--- src/rtl/mem_bus_bridge_if.sv ---
// Bundles the CPU request port and the valid/ready memory bus of mem_bus_bridge.
// The slave modport is the bridge's view; master is the CPU-plus-memory side.
interface mem_bus_bridge_if #(
   parameter int ADDR_W = 32,
   parameter int DATA_W = 32,
   parameter int CNT_W  = 16
);
   logic              cpu_req;
   logic              cpu_rw;
   logic [ADDR_W-1:0] cpu_address;
   logic [DATA_W-1:0] cpu_wdata;
   logic [DATA_W-1:0] cpu_rdata;
   logic              cpu_ready;
   logic              cpu_busy;
   logic              mem_valid;
   logic              mem_we;
   logic [ADDR_W-1:0] mem_addr;
   logic [DATA_W-1:0] mem_wdata;
   logic              mem_ready;
   logic [DATA_W-1:0] mem_rdata;
   logic              bus_err;
   logic [CNT_W-1:0]  txn_count;

   modport slave (
      input  cpu_req, cpu_rw, cpu_address, cpu_wdata, mem_ready, mem_rdata,
      output cpu_rdata, cpu_ready, cpu_busy, mem_valid, mem_we, mem_addr,
             mem_wdata, bus_err, txn_count
   );

   modport master (
      output cpu_req, cpu_rw, cpu_address, cpu_wdata, mem_ready, mem_rdata,
      input  cpu_rdata, cpu_ready, cpu_busy, mem_valid, mem_we, mem_addr,
             mem_wdata, bus_err, txn_count
   );
endinterface

--- src/rtl/mem_bus_bridge.sv ---
// Single-request CPU-to-memory bridge: IDLE -> WAIT -> DONE, one cpu_ready pulse per access.
// Optional hung-access abort is enabled by defining BUS_TIMEOUT_EN.
//
//   state  | meaning
//   S_IDLE | waiting for cpu_req; request regs loaded on acceptance
//   S_WAIT | mem_valid high, holding the beat until mem_ready (or abort)
//   S_DONE | one-cycle cpu_ready pulse, transaction counted
module mem_bus_bridge #(
   parameter int ADDR_W         = 32,
   parameter int DATA_W         = 32,
   parameter int CNT_W          = 16,
   parameter int TIMEOUT_CYCLES = 255
) (
   input logic            clock,
   input logic            reset,
   mem_bus_bridge_if.slave bus
);
   typedef enum logic [1:0] {S_IDLE, S_WAIT, S_DONE} state_t;

   state_t            r_state;
   state_t            w_state_nxt;
   logic [ADDR_W-1:0] r_addr;
   logic [DATA_W-1:0] r_wdata;
   logic [DATA_W-1:0] r_rdata;
   logic              r_we;
   logic [CNT_W-1:0]  r_count;
   logic              w_accept;
   logic              w_complete;
   logic              w_abort;
   logic              w_mem_valid;
   logic              w_cpu_ready;
   logic              w_cpu_busy;

   assign w_accept   = (r_state == S_IDLE) && bus.cpu_req;
   assign w_complete = (r_state == S_WAIT) && bus.mem_ready;

`ifdef BUS_TIMEOUT_EN
   localparam int TMO_W = $clog2(TIMEOUT_CYCLES + 1);

   logic [TMO_W-1:0] r_tmo;
   logic             r_err;

   // Abort on the WAIT cycle that would bring the stall count to the limit.
   assign w_abort = (r_state == S_WAIT) && !bus.mem_ready &&
                    (r_tmo == TMO_W'(TIMEOUT_CYCLES - 1));

   always_ff @(posedge clock or negedge reset) begin
      if (!reset) begin
         r_tmo <= '0;
         r_err <= 1'b0;
      end else begin
         if (w_accept)
            r_tmo <= '0;
         else if ((r_state == S_WAIT) && !bus.mem_ready)
            r_tmo <= r_tmo + 1'b1;
         if (w_accept)
            r_err <= 1'b0;
         else if (w_abort)
            r_err <= 1'b1;
      end
   end

   assign bus.bus_err = r_err;
`else
   assign w_abort     = 1'b0;
   assign bus.bus_err = 1'b0;
`endif

   always_ff @(posedge clock or negedge reset) begin
      if (!reset)
         r_state <= S_IDLE;
      else
         r_state <= w_state_nxt;
   end

   always_comb begin
      w_state_nxt = r_state;
      w_mem_valid = 1'b0;
      w_cpu_ready = 1'b0;
      w_cpu_busy  = 1'b1;
      unique case (r_state)
         S_IDLE: begin
            w_cpu_busy = 1'b0;
            if (bus.cpu_req) w_state_nxt = S_WAIT;
         end
         S_WAIT: begin
            w_mem_valid = 1'b1;
            if (w_complete || w_abort) w_state_nxt = S_DONE;
         end
         S_DONE: begin
            w_cpu_ready = 1'b1;
            w_state_nxt = S_IDLE;
         end
         default: w_state_nxt = S_IDLE;
      endcase
   end

   always_ff @(posedge clock or negedge reset) begin
      if (!reset) begin
         r_addr  <= '0;
         r_wdata <= '0;
         r_we    <= 1'b0;
         r_rdata <= '0;
         r_count <= '0;
      end else begin
         if (w_accept) begin
            r_addr  <= bus.cpu_address;
            r_wdata <= bus.cpu_wdata;
            r_we    <= ~bus.cpu_rw;
         end
         // Writes leave the last read value visible to the CPU.
         if (w_complete && !r_we)
            r_rdata <= bus.mem_rdata;
         else if (w_abort && !r_we)
            r_rdata <= '1;
         if (r_state == S_DONE)
            r_count <= r_count + 1'b1;
      end
   end

   assign bus.mem_valid = w_mem_valid;
   assign bus.cpu_ready = w_cpu_ready;
   assign bus.cpu_busy  = w_cpu_busy;
   assign bus.mem_addr  = r_addr;
   assign bus.mem_wdata = r_wdata;
   assign bus.mem_we    = r_we;
   assign bus.cpu_rdata = r_rdata;
   assign bus.txn_count = r_count;
endmodule

--- src/flat_wrapper.sv ---
// flat-port wrapper written by rule: the top's interface ports become plain ports
module mem_bus_bridge_flat 
#(
   parameter int ADDR_W         = 32,
   parameter int DATA_W         = 32,
   parameter int CNT_W          = 16,
   parameter int TIMEOUT_CYCLES = 255
)
  (clock, reset, bus_cpu_req, bus_cpu_rw, bus_cpu_address, bus_cpu_wdata, bus_mem_ready, bus_mem_rdata, bus_cpu_rdata, bus_cpu_ready, bus_cpu_busy, bus_mem_valid, bus_mem_we, bus_mem_addr, bus_mem_wdata, bus_bus_err, bus_txn_count);
  mem_bus_bridge_if #(.ADDR_W(ADDR_W), .DATA_W(DATA_W), .CNT_W(CNT_W)) bus_i ();
  input logic clock;
  input logic reset;
  input wire logic [$bits(bus_i.cpu_req)-1:0] bus_cpu_req;
  input wire logic [$bits(bus_i.cpu_rw)-1:0] bus_cpu_rw;
  input wire logic [$bits(bus_i.cpu_address)-1:0] bus_cpu_address;
  input wire logic [$bits(bus_i.cpu_wdata)-1:0] bus_cpu_wdata;
  input wire logic [$bits(bus_i.mem_ready)-1:0] bus_mem_ready;
  input wire logic [$bits(bus_i.mem_rdata)-1:0] bus_mem_rdata;
  output wire logic [$bits(bus_i.cpu_rdata)-1:0] bus_cpu_rdata;
  output wire logic [$bits(bus_i.cpu_ready)-1:0] bus_cpu_ready;
  output wire logic [$bits(bus_i.cpu_busy)-1:0] bus_cpu_busy;
  output wire logic [$bits(bus_i.mem_valid)-1:0] bus_mem_valid;
  output wire logic [$bits(bus_i.mem_we)-1:0] bus_mem_we;
  output wire logic [$bits(bus_i.mem_addr)-1:0] bus_mem_addr;
  output wire logic [$bits(bus_i.mem_wdata)-1:0] bus_mem_wdata;
  output wire logic [$bits(bus_i.bus_err)-1:0] bus_bus_err;
  output wire logic [$bits(bus_i.txn_count)-1:0] bus_txn_count;
  assign bus_i.cpu_req = bus_cpu_req;
  assign bus_i.cpu_rw = bus_cpu_rw;
  assign bus_i.cpu_address = bus_cpu_address;
  assign bus_i.cpu_wdata = bus_cpu_wdata;
  assign bus_i.mem_ready = bus_mem_ready;
  assign bus_i.mem_rdata = bus_mem_rdata;
  assign bus_cpu_rdata = bus_i.cpu_rdata;
  assign bus_cpu_ready = bus_i.cpu_ready;
  assign bus_cpu_busy = bus_i.cpu_busy;
  assign bus_mem_valid = bus_i.mem_valid;
  assign bus_mem_we = bus_i.mem_we;
  assign bus_mem_addr = bus_i.mem_addr;
  assign bus_mem_wdata = bus_i.mem_wdata;
  assign bus_bus_err = bus_i.bus_err;
  assign bus_txn_count = bus_i.txn_count;
  mem_bus_bridge #(.ADDR_W(ADDR_W), .DATA_W(DATA_W), .CNT_W(CNT_W), .TIMEOUT_CYCLES(TIMEOUT_CYCLES)) u_core (.clock(clock), .reset(reset), .bus(bus_i));
endmodule
--- config.mk ---
export PLATFORM = sky130hd
export DESIGN_NAME = mem_bus_bridge_flat
export DESIGN_NICKNAME = d
export VERILOG_FILES = /design/src/rtl/mem_bus_bridge_if.sv /design/src/rtl/mem_bus_bridge.sv /design/src/flat_wrapper.sv
export SDC_FILE = /design/constraint.sdc
export NUM_CORES = 1
export LEC_CHECK = 0
export ABC_AREA = 1
export CORE_ASPECT_RATIO = 1.5
export CORE_UTILIZATION = 41
export CTS_CLUSTER_SIZE = 30
export DETAILED_ROUTE_END_ITERATION = 8
export PLACE_DENSITY_LB_ADDON = 0.2
export SLEW_MARGIN = 10
export SYNTH_ARGS = -nofsm -noshare
export SYNTH_HDL_FRONTEND = slang
export SYNTH_SLANG_ARGS = --single-unit
--- constraint.sdc ---
create_clock -name clock -period 1.8 [get_ports clock]
set_input_delay 0.18 -clock clock [delete_from_list [all_inputs] [get_ports clock]]
set_output_delay 0.18 -clock clock [all_outputs]
set_load 0.03 [all_outputs]
==> qor.yml, run 1 <==
dieWidth_um: 88.1
cts_tree: "yes"
core-area_um2: 10700
synthCells: 388
synth_fa_ha_area_share_pct: 0.274
vdd_ir_drop_max_uv: 1170
finalCritPeriodShare_pct: 97.2
dp_hpwl_um: 8880
setup_tns_ps: 0
end_kind: "output pin"
drive_above_1_share_pct: 17.2
path_max_fanout: 5
postLayoutCoreUtil_pct: 70.5
drtAntennaViolNets: 0
fillers: 831
htreeDepth: 4
row_count: 46
synthXorXnorAreaFrac_pct: 1.92
yosysWarnings: 0
place_ws_ps: 202
drc: 0
groute.usage.overall_pct: 22.0
wl_per_cell_um: 15.3
drt_wl_total_um: 11800
post-synth-top-area-fraction_pct: 63.1
synth.mux.area_fraction_pct: 15.8
p_per_area_nw_per_um2: 1820
met3_usage_pct: 8.54
cp_slowest_stage_delay_ps: 720
insertedDiodeCount: 0
setup_viol: 0
io_pins: 218
cts_root_buf: "clkbuf_16"
fin_ws_ps: 50.6
worst_path_max_delay_cell: "clkdlybuf4s50_1"
grt_busiest_layer: "met2"
cp.arrival_ps: 1570
hold_viol_final: 0
synthSimpleGateAreaFrac_pct: 14.8
dr.pass1.iters: 5
ys_ff_latch: 115
final_nets: 720
reg2reg_from: "u_core.r_state[0]"
layout_common_cells: "clkdlybuf4s50_1 (212), dfrtp_1 (115), nand2_1 (100)"
grt_use_met2_pct: 37.3
p_seq_share_pct: 30.3
p_int_w: 0.00868
regToRegSetupSlack_ps: 200
portBuffers: 216
start_util_pct: 42.6
swShare_pct: 36.8
final-instance-count-excl-fill: 773
vias: 3635
ys_types: 20
status: "finished, final reports clean"
synth_area_leader_cell: "dfrtp_1"
first_iter_violations: 102
netSwitchingPower_w: 0.00505
layout_commonest_cell: "clkdlybuf4s50_1"
critPathLaunchType: "flip-flop"
ys_seq_area_share_pct: 63.1
synth-compound-area-share_pct: 0.274
p_leak_nw: 3.36
crit_cells: 1
dieArea_um2: 11600
p_clk_share_pct: 25.6
fmax_mhz: 572
area_growth_pct: 65.6
grt_pass1_wl_um: 18900
clk_transition_reported_paths_ps: 50
hold_class: "primary input to async pin"
synth_top_family_by_area: "multiplexers"
slew_violations: 0
numCtsBuffers: 17
critPathKind: "flip-flop to output pin"
drt-vias-per-instance: 4.70
cp_top_family: "buffers and inverters"
fin_skew_ps: 10.2
fp.dieH_um: 131
cts_buffer_depth: 2
grt_use_met1_pct: 23.8
antenna_found_initial: 0
combPwrFrac_pct: 44.1
clkSinkCount: 115
place_inst: 742
worstPathCellList: "clkdlybuf4s50_1"
grt_pass1_vias: 3745
worst-path-buf-inv: 1
place.gp.congestion: 0.813
p_total_w: 0.0137
syn_area_per_cell_um2: 11.7
yosys-top-cells-area: "dfrtp_1 (63%), mux2_2 (16%), nand2_1 (8.3%)"
worst-r2r-cell-count: 8
rsz0062_at_grt: "false"
synthesis.area_um2: 4560
grt_overflow: 0
min_period_ps: 1750
clock_latency_ps: 400
r2r_end: "u_core.bus.txn_count[12]"
crit_required_ps: 1620
cap_violations: 0
synthesis.nets: 490
grt_max_degree: 50
[stage by stage]
stage	hold WS, ps	area (um2)
4_1_cts	228	7550
5_1_grt	268	7550
2_1_floorplan	-116	4560
3_3_place_gp	114	6920
6_report	232	7550
3_5_place_dp	119	6920
[cells in the mapped netlist (all sizes together)]
cell type,n
dfrtp,115
nand2,101
mux2,64
nand3,40
inv,16
nor2,16
buf,15
xnor2,6
nand4,4
xor2,4
clkbuf,2
conb,1
ha,1
nor3,1
o21ai,1
o21bai,1
[cells by family after synthesis]
family,Yosys count
multiplexers,64
XOR/XNOR,10
flip-flops,115
AO/OA/AOI/OAI,2
AND/OR/NAND/NOR,162
other,1
adder cells (fa/ha/maj),1
buffers and inverters,33
[area by class of cell]
class	instances	area, um2	area share, %
flip-flops and latches	115	2880	38.1
repair buffers	228	2290	30.3
multi-input cells	240	1520	20.1
clock buffers	21	470	6.23
well taps	144	180	2.39
clock inverters	9	154	2.04
inverters	16	60.1	0.796
[metal layers]
metal | part of all wire (%) | up-vias | wire length, um
met5 | 0 | - | 0
met4 | 2.5 | 0 | 291
met3 | 7.6 | 18 | 901
met2 | 54 | 147 | 6430
met1 | 36 | 1738 | 4210
li1 | - | 1732 | -
[flip-flops by register name, summed over array words and instances (netlist names)]
name                  count
u_core.bus.txn_count     16
u_core.bus.mem_wdata     32
u_core.bus.mem_addr      32
u_core.bus.cpu_rdata     32
u_core.bus.mem_we         1
u_core.r_state            2
[repair_timing]
action	4_1_cts	5_1_grt
gates resized for setup	3	0
setup buffers	0	0
setup endpoints to repair	3	0
hold endpoints to repair	23	0
hold buffers	1	0
[how the worst max path moves through the flow]
stage | startpoint | end | slack (ps)
floorplan | u_core.bus.txn_count[0] | u_core.bus.txn_count[8] | 320
global placement | u_core.r_state[0] | bus_cpu_ready | 240
detailed placement | u_core.r_state[0] | u_core.bus.txn_count[11] | 200
CTS | u_core.bus.txn_count[10] | bus_txn_count[10] | 50
global route | u_core.bus.txn_count[10] | bus_txn_count[10] | 2
finish | u_core.bus.txn_count[10] | bus_txn_count[10] | 50
[power groups by stage]
stage	logic (W)	registers (W)	clock network, W
after floorplan	0.00133	0.00619	0
after global placement	0.00605	0.00414	0
after detailed placement	0.00613	0.00420	0
after CTS	0.00613	0.00417	0.00358
after global routing	0.00639	0.00429	0.00369
final	0.00605	0.00416	0.00351
Note: power is estimated with default switching activity, not from simulation.
==> run 2: changes to the inputs <==
--- a/constraint.sdc
+++ b/constraint.sdc
@@ -3,2 +3,2 @@
 set_output_delay 0.18 -clock clock [all_outputs]
-set_load 0.03 [all_outputs]
+set_load 0.1 [all_outputs]
==> run 2 against run 1 <==
  * First-iteration DRC count fell by 8.8%
  * Wire length decreased by 2.6%
  * Die area did not move
==> qor.yml, run 2 (synthesized netlist as in run 1, its figures left out) <==
status: "finished, final reports clean"
multi_input_area_um2: 1530  # +0.33%
hold_viol_final: 0  # unchanged
clock_latency_ps: 400  # about the same
numCtsBuffers: 17  # unchanged
rsz0062_at_grt: "false"
grt_overflow: 0  # unchanged
hold_class: "primary input to async pin"
min_period_ps: 1600  # -146 ps
setup_viol: 0  # unchanged
area_growth_pct: 60.3
cts_buffer_depth: 2  # unchanged
fp.dieH_um: 131  # unchanged
dieWidth_um: 88.1  # unchanged
vias: 3658  # +0.63%
insertedDiodeCount: 0  # unchanged
core-area_um2: 10700  # unchanged
setup_tns_ps: 0  # unchanged
hold_slack_ps: 248  # +15.8 ps
cp.arrival_ps: 1420  # -150 ps
path_max_fanout: 6  # +1
clk_transition_reported_paths_ps: 50  # about the same
groute.usage.overall_pct: 21.4  # -0.60 points
fmax_mhz: 624  # +9.1%
grt_max_degree: 56  # +12%
io_pins: 218  # unchanged
finalCritPeriodShare_pct: 89.1  # -8.1 points
htreeDepth: 4  # unchanged
start_util_pct: 42.6  # unchanged
drt-vias-per-instance: 4.73  # +0.63%
drc: 0  # unchanged
wl_per_cell_um: 14.9  # -2.6%
critPathKind: "flip-flop to output pin"
first_iter_violations: 93  # -8.8%
dr.pass1.iters: 4  # -1
clkSinkCount: 115  # unchanged
cts_root_buf: "clkbuf_16"
grt_pass1_wl_um: 18700  # -0.95%
postLayoutCoreUtil_pct: 68.2  # -2.3 points
drtAntennaViolNets: 0  # unchanged
postCtsSetupRepairBufs: 0  # unchanged
regToRegSetupSlack_ps: 290  # +90 ps
cts_tree: "yes"
crit_required_ps: 1620  # about the same
drive_above_1_share_pct: 37.4  # +20 points
dp_hpwl_um: 8680  # -2.2%
critPathLaunchType: "flip-flop"
portBuffers: 216  # unchanged
final_nets: 720  # unchanged
grt_pass1_vias: 3904  # +4.2%
dieArea_um2: 11600  # unchanged
regArea_um2: 2890  # +0.39%
place_inst: 742  # unchanged
final-instance-count-excl-fill: 773  # unchanged
row_count: 46  # unchanged
layout_commonest_cell: "buf_4"
antenna_found_initial: 0  # unchanged
place.gp.congestion: 0.817  # +0.55%
end_kind: "output pin"
drt_wl_total_um: 11500  # -2.6%
fin_skew_ps: 9.64  # -0.561 ps
layout_common_cells: "buf_4 (121), dfrtp_1 (106), nand2_1 (99), clkdlybuf4s50_1 (99), mux2_2 (64)"
fillers: 850  # +2.3%
cap_violations: 0  # unchanged
slew_violations: 0  # unchanged
run 2: critical path, cell delays in order, from the launching register on:
cell,delay (ps)
dfrtp_1,440
nand2_2,190
clkinvlp_4,190
buf_12,210
run 2: worst paths after layout:
check | startpoint | end | cells past startpoint
setup / recovery | u_core.r_state[1] | bus_cpu_ready | 3
hold / removal | reset | u_core.bus.mem_wdata[27] | 2
setup reg to reg | u_core.r_state[0] | u_core.bus.txn_count[11] | 8
hold reg to reg | u_core.bus.cpu_rdata[3] | u_core.bus.cpu_rdata[3] | 2
max in group asynchronous | reset | u_core.bus.cpu_rdata[2] | 3
min in group clock | bus_mem_rdata[13] | u_core.bus.cpu_rdata[13] | 3
run 2: per-layer routing:
| metal | vias up | wire length [um] | track usage (%) |
|---|---|---|---|
| met3 | 21 | 689 | 6.91 |
| met5 | - | 0 | 0 |
| met2 | 139 | 6500 | 38.9 |
| met4 | 0 | 280 | 8.69 |
| met1 | 1769 | 4060 | 21.8 |
| li1 | 1729 | - | - |
run 2: final cells by class:
cell class                 count  area share, %
clock buffer                  19           5.93
multi-input combinational    240           20.9
inverter                      16          0.874
sequential                   115           39.6
tap                          144           2.47
clock inverter                11           2.24
timing repair buffer         228           28.1
run 2: what timing repair did:
action	CTS	global route
gates resized for setup	0	1
endpoints found under the setup margin	0	1
hold endpoints to repair	24	0
hold buffers	1	0
run 2: metrics by stage:
step	worst slack (ps)	area, um2
floorplan	39.2	4580
global placement	306	6700
detailed placement	261	6700
CTS	49.5	7300
global route	110	7300
finish	196	7300
Power of run 2 is left out: the tool's default activity adds up to more than one toggle a clock period on the data nets, which glitch-free logic cannot reach.
==> run 3: changes to the inputs <==
- CORE_UTILIZATION: 41 -> 42
- CTS_BUF_LIST: not set -> sky130_fd_sc_hd__clkbuf_8
==> run 3 against run 2 <==
  * Largest cell class unchanged
  * Global-route usage down 0.088 points
  * Flip-flop and latch count is the same
  * Critical path type unchanged
  * Sequential share of layout area grew 1.4 points
  * Wire length grew 1.3%
  * Fmax shrank 0.12%
  * Final cell count is 0.39% lower
  * Die area down 2.3%
  * Via count rose by 0.74%
  * Worst setup slack worse by 1.9 ps
  * Cell area shrank 3.5%
  * Critical endpoint unchanged
  * First-iteration DRC count grew 40%
  * Clock skew rose by 1.2 ps
==> qor.yml, run 3 (synthesized netlist as in run 1, its figures left out) <==
place_ws_ps: 225  # -36.6 ps
grt_overflow: 0  # unchanged
dieArea_um2: 11300  # -2.3%
cts_tree: "yes"
critPathLaunchType: "flip-flop"
place.gp.congestion: 0.772  # -5.5%
cp.arrival_ps: 1430  # about the same
dr.pass1.iters: 4  # unchanged
multi_input_area_um2: 1530  # unchanged
dp_hpwl_um: 8760  # +0.85%
slew_violations: 0  # unchanged
fp.dieH_um: 130  # -1.2%
layout_common_cells: "buf_4 (120), dfrtp_1 (106), nand2_1 (99), clkdlybuf4s50_1 (99), mux2_2 (64)"
io_pins: 218  # unchanged
grt_pass1_vias: 3828  # -1.9%
end_kind: "output pin"
hold_class: "primary input to async pin"
htreeDepth: 4  # unchanged
area_growth_pct: 54.6
postCtsSetupRepairBufs: 0  # unchanged
cts_root_buf: "clkbuf_8"
groute.usage.overall_pct: 21.3  # -0.088 points
path_max_fanout: 6  # unchanged
grt_pass1_wl_um: 18100  # -3.6%
finalCritPeriodShare_pct: 89.2  # +0.11 points
grt_max_degree: 51  # -8.9%
vias: 3685  # +0.74%
portBuffers: 216  # unchanged
dieWidth_um: 87.1  # -1.2%
fillers: 873  # +2.7%
drt-vias-per-instance: 4.79  # +1.1%
final_nets: 718  # -0.28%
clkSinkCount: 115  # unchanged
clk_transition_reported_paths_ps: 60  # about the same
crit_required_ps: 1620  # about the same
worst-r2r-cell-count: 8  # unchanged
antenna_found_initial: 0  # unchanged
setup_viol: 0  # unchanged
cts_buffer_depth: 2  # unchanged
fin_ws_ps: 194  # -1.89 ps
clock_latency_ps: 410  # about the same
drt_wl_total_um: 11700  # +1.3%
cap_violations: 0  # unchanged
min_period_ps: 1610  # +1.89 ps
regArea_um2: 2890  # unchanged
first_iter_violations: 130  # +40%
fmax_mhz: 623  # -0.12%
crit_path_start: "u_core.r_state[1]"
row_count: 46  # unchanged
rsz0062_at_grt: "false"
drtAntennaViolNets: 0  # unchanged
fin_skew_ps: 10.8  # +1.20 ps
start_util_pct: 43.0  # +0.46 points
insertedDiodeCount: 0  # unchanged
reg2reg_from: "u_core.r_state[0]"
core-area_um2: 10600  # -1.1%
drc: 0  # unchanged
hold_viol_final: 0  # unchanged
wl_per_cell_um: 15.2  # +1.7%
drive_above_1_share_pct: 36.9  # -0.46 points
critPathKind: "flip-flop to output pin"
setup_tns_ps: 0  # unchanged
status: "finished, final reports clean"
layout_commonest_cell: "buf_4"
numCtsBuffers: 17  # unchanged
==> run 3: cell count changes in the layout (fill, tap and decap cells not counted), sizes merged <==
cell	previous run	this run
clkbuf	19	20
bufinv	4	2
clkinvlp	3	1
buf	128	126
inv	15	18
clkinv	5	4
==> run 3: layout make-up <==
cell class,count,area share [%]
tap,144,2.56
inverter,16,0.906
sequential,115,41.0
clock inverter,9,1.30
clock buffer,20,3.91
multi-input combinational,240,21.6
timing repair buffer,226,28.7
==> run 3: worst paths after layout <==
kind / endpoint / slack [ps]
setup / recovery: bus_cpu_ready / 190
hold / removal: u_core.bus.mem_wdata[8] / 210
setup reg to reg: u_core.bus.txn_count[11] / 290
hold reg to reg: u_core.bus.cpu_rdata[12] / 480
max in group asynchronous: u_core.bus.mem_addr[27] / 960
min in group clock: u_core.bus.cpu_rdata[29] / 320
==> run 3: metal layers <==
| metal | vias to the layer above | track usage, % | wire length, um |
|---|---|---|---|
| met5 | - | 0 | 0 |
| met1 | 1806 | 21.4 | 4050 |
| met4 | 0 | 10.0 | 293 |
| met3 | 22 | 7.13 | 819 |
| met2 | 140 | 38.9 | 6520 |
| li1 | 1717 | - | - |
==> run 3: worst max-delay path, cell delays in order, from the launching register on <==
cell        delay [ps]
dfrtp_1            440
nand2_2            180
clkinvlp_4         180
buf_12             200
==> run 3: metrics by stage <==
| stage | util (%) | area [um2] | cells | hold slack (ps) |
|---|---|---|---|---|
| final | 66.5 | 7050 | 770 | 207 |
| after global routing | 66.5 | 7050 | 770 | 213 |
| after CTS | 66.5 | 7040 | 770 | 189 |
| after detailed placement | 63.0 | 6670 | 740 | 95.2 |
| after global placement | 63.0 | 6670 | 740 | 94.6 |
| after floorplan | - | 4580 | 388 | -116 |
==> run 3: timing repair <==
item | CTS | global route
gates resized for setup | 0 | 1
endpoints found under the setup margin | 0 | 1
endpoints found under the hold margin | 44 | 0
hold buffers | 1 | 0
Power of run 3 is left out for the same reason.
